`config.mk`:
```
export PLATFORM = sky130hd
export DESIGN_NAME = tanh_golden_checker_abs_diff
export DESIGN_NICKNAME = d
export VERILOG_FILES = /design/src/rtl/tanh_golden_checker_abs_diff.sv
export SDC_FILE = /design/constraint.sdc
export NUM_CORES = 1
export LEC_CHECK = 0
export CAP_MARGIN = 5
export CORE_AREA = 2 2 59 61
export DETAILED_ROUTE_END_ITERATION = 6
export DIE_AREA = 0 0 61 63
export PLACE_DENSITY = 0.86
export SLEW_MARGIN = 10
export SYNTH_ARGS = -nofsm -noshare
export SYNTH_HDL_FRONTEND = slang
export SYNTH_SLANG_ARGS = --single-unit
```
`constraint.sdc`:
```
create_clock -name vclk -period 14.5
set_input_delay 2.9 -clock vclk [all_inputs]
set_output_delay 2.9 -clock vclk [all_outputs]
set_load 0.05 [all_outputs]
```
`src/rtl/tanh_golden_checker_abs_diff.sv`:
```
// Combinational |a - b| for two signed words.
//   a, b     : signed two's-complement operands, WIDTH bits
//   abs_val  : unsigned magnitude of a - b, WIDTH bits
// The subtract is done one bit wider so the full range difference
// (max positive minus min negative = 2^WIDTH - 1) never overflows.
module tanh_golden_checker_abs_diff #(
    parameter int WIDTH = 18
) (
    input  logic [WIDTH-1:0] a,
    input  logic [WIDTH-1:0] b,
    output logic [WIDTH-1:0] abs_val
);

    logic [WIDTH:0] diff;

    assign diff    = {a[WIDTH-1], a} - {b[WIDTH-1], b};
    assign abs_val = diff[WIDTH] ? WIDTH'(-diff) : WIDTH'(diff);

endmodule

```
# Yosys cells after proc, flatten, opt, wreduce, memory -nomap -nowiden
# Index checks and enable logic that the tools add are counted.
dict set report word_totals {
  input_bits 36
  reg_bits 0
  word_cells 3
  ramBits 0
  n_memories 0
  mem_bits_ro 0
  latchBits 0
  output_inout_bits 18
}
dict set report op_classes {
  reduce_logical 0
  shift 0
  multipliers 0
  eq_ne 0
  n_div 0
  n_lt_le_gt_ge 0
  muxes 1
  addsub 2
  bitwise 0
}
# op count
set op_table {}
lappend op_table {{$sub A18 B18 Y19} 1}
lappend op_table {{$mux W18} 1}
lappend op_table {{$neg A18 Y18} 1}

# Depth between registers and ports, before layout
dict set report depth {
  depth_word 3
  ltp_mapped 12
  mapped_depth_nobuf 11
}

# Worst setup path before layout
# No wires, ideal clock.
dict set report synth_timing {
  kind {in2out}
  startpoint {input port a[0]}
  endpoint {output port abs_val[17]}
  arrival_ns 6.594
  path_stages 12
  path_buffers 1
  slack_ns 5.006
  t_required_ns 11.600
  cell_sequence {inv_1 > ha_1 > fa_1 > nand2b_1 > a211oi_1 > and2b_2 > xnor2_1 > or3_1 > clkbuf_2 > o311ai_0 > o211ai_1 > nor3_1}
}
dict set report synth_between {
  elab_chain_cells 3
}
# element line
set synth_rtl {}
lappend synth_rtl {{from (decl)} 9} ;# input logic [WIDTH-1:0] a,
lappend synth_rtl {{$sub A18 B18 Y19 *} 16} ;# assign diff = {a[WIDTH-1], a} - {b[WIDTH-1], b};
lappend synth_rtl {{$neg A18 Y18} 17} ;# assign abs_val = diff[WIDTH] ? WIDTH'(-diff) : WIDTH'(diff);
lappend synth_rtl {{$mux W18 *} 17}
lappend synth_rtl {{to (decl)} 11} ;# output logic [WIDTH-1:0] abs_val
# Every way passes the cells marked *; elsewhere a longest branch is shown, timed or not.

# Final worst setup path
# Ends and elaborated chain as after synthesis.

==> out/summary.txt <==
Hold WC Path Type: input pin to output port
Period utilization: 69.7%
Detailed placer's ending HPWL: 3330 µm
Leakage Power: 0.911 nW
Slew headroom: 36.7%
CP Max Fanout: 7
Worst Tran Pin Value: 0.943 ns
Final ANT Viol Nets: 0
DP Worst Slack: 4.41 ns
DRT Pass-1 Iters: 4
Critical path startpoint category: input pin
Syn Inst Count: 235
Power Density: 86.0 mW/mm²
Crit. End Element: output port
Initial antenna violation count: 0
WHS Path Cells: 5
Final TNS setup: 0 ns
Die ar.: 0.00384 mm²
Final WS setup: 4.40 ns
Die W: 61 µm
Net Count, Synth: 291
Drt wl/cell: 12.0 µm
Final WL: 3940 µm
Via density: 5.59
Crit Path Class: input pin to output port
Ranking of synthesized cells by area: ha_1, xnor2_1, a21oi_1
GRT overflow: 0
FMAX: 0.0990 GHz
Hold Fails Final Rpt: 0
Starting Density: 48.8%
GRT Util Overall: 20.9%
CP arrival: 7.20 ns
FILL cells: 304
Syn Area/Cell: 6.71 µm²
Via count: 1834
Drt drc: 0
Design area: 0.00214 mm²
Largest net degree at the start of global routing: 18
Final setup fails: 0
Area Overhead vs Synth: 35.7%
RSZ-0062 raised after global routing: no
Num sequential: 0
# rows: 21
Vias in the first global route: 1584
# diodes: 0
Maxcap violations: 0
Post-layout min period: 10.10 ns
Flip-flop and latch area: 0 µm²
GPL Wtd Cong: 0.856
Post-synthesis cell type count: 54
First-pass GRT wire length: 6730 µm
Synth Cell Area: 0.00158 mm²
Sequential area share after synthesis: 0%
Hold_sp: a[0]
Largest area contributor in the netlist: ha_1
Worst EP required: 11.60 ns
# hold bufs at CTS: 0
Hold Crit Endpoint: abs_val[0]
Core region area: 0.00323 mm²
I/O pin total: 54
Share of layout cells above drive strength 1: 3.55%
Placed Cells: 328
Port-buffer cells: 54
Placed Instance Area: 0.00214 mm²
DR iter-0 viols: 89
Post-CTS sizing: 0
Die Height: 63 µm
Synth warnings: 0
Setup bufs post-CTS: 0
Status: finished clean
Synth top area share: 15.1%
Clock buffer cells: 0
Max Slew Vio Count: 0
Nets: 340
Worst ir drop on vdd: 0.0251 mV
Fin util: 66.2%
Fin cells: 328
where the power goes:
part | switching, W | internal (W)
sequential | 0 | 0
clock | 0 | 0
combinational | 0.000115 | 0.0000695
total | 0.000115 | 0.0000695
cells by family (layout without fill, tap and decap cells):
group | count (synthesis) | in the layout | share of synthesized area, %
and+or+nand+nor | 81 | 81 | 27.7
muxes | 1 | 1 | 0.714
adders and majority gates | 20 | 20 | 16.3
buffers and inverters | 29 | 76 | 7.46
AOI/OAI and AO/OA | 82 | 82 | 35.6
xor gates and xnor gates | 22 | 22 | 12.2
worst max-delay path: stages:
cell and delay, ns:
clkdlybuf4s50_1 0.45, inv_1 0.04, ha_1 0.21, fa_1 0.39
nand2b_1 0.19, a211oi_1 0.59, nor3_1 0.14, nor3_1 0.56
a211oi_1 0.15, nand4_1 0.22, mux2_2 0.36, nor3_1 0.18
clkdlybuf4s50_1 0.83
worst max-delay path by stage:
| stage | startpoint | end | cells after the start |
|---|---|---|---|
| after global placement | a[0] | abs_val[17] | 13 |
| after global routing | a[0] | abs_val[17] | 13 |
| after floorplan | a[0] | abs_val[17] | 12 |
| after detailed placement | a[0] | abs_val[17] | 13 |
| final | a[0] | abs_val[17] | 13 |
| after CTS | a[0] | abs_val[17] | 13 |
cell type report:
cell class	instances	area (µm²)	share of cell area (%)
Multi-Input combinational cell	206	1460	68.2
Timing Repair Buffer	54	541	25.3
Inverter	22	82.6	3.86
Tap cell	46	57.6	2.69
through the flow:
| step | power [W] | hold slack [ns] |
|---|---|---|
| floorplan | 0.000130 | 6.13 |
| global placement | 0.000182 | 7.16 |
| detailed placement | 0.000183 | 7.16 |
| CTS | 0.000184 | 7.17 |
| global route | 0.000197 | 7.21 |
| finish | 0.000184 | 7.16 |
Yosys cell counts (all sizes together), types with 6 or more instances:
cell type / instances
and2: 7
inv: 22
nor3: 11
nand2: 20
nand2b: 7
a21oi: 17
o21ai: 17
clkbuf: 6
a21o: 6
xnor2: 14
nor2: 9
ha: 19
xor2: 8
cells in the final DEF, fill, tap and decap left out, types with 7 or more instances in the layout:
cell type,instances
clkdlybuf4s50_1,54
nor2_1,9
nand2b_1,7
nand2_1,20
xnor2_1,14
inv_1,22
ha_1,19
o21ai_0,16
nor3_1,11
a21oi_1,17
xor2_1,8
per-layer routing:
layer | GRT usage [%] | up-vias | wire length [µm]
met4 | 0.815 | 0 | 15
li1 | - | 972 | -
met1 | 32.1 | 827 | 2010
met5 | 0 | - | 0
met3 | 0.207 | 2 | 89
met2 | 33.9 | 33 | 1830
(Power assumes the default switching activity.)
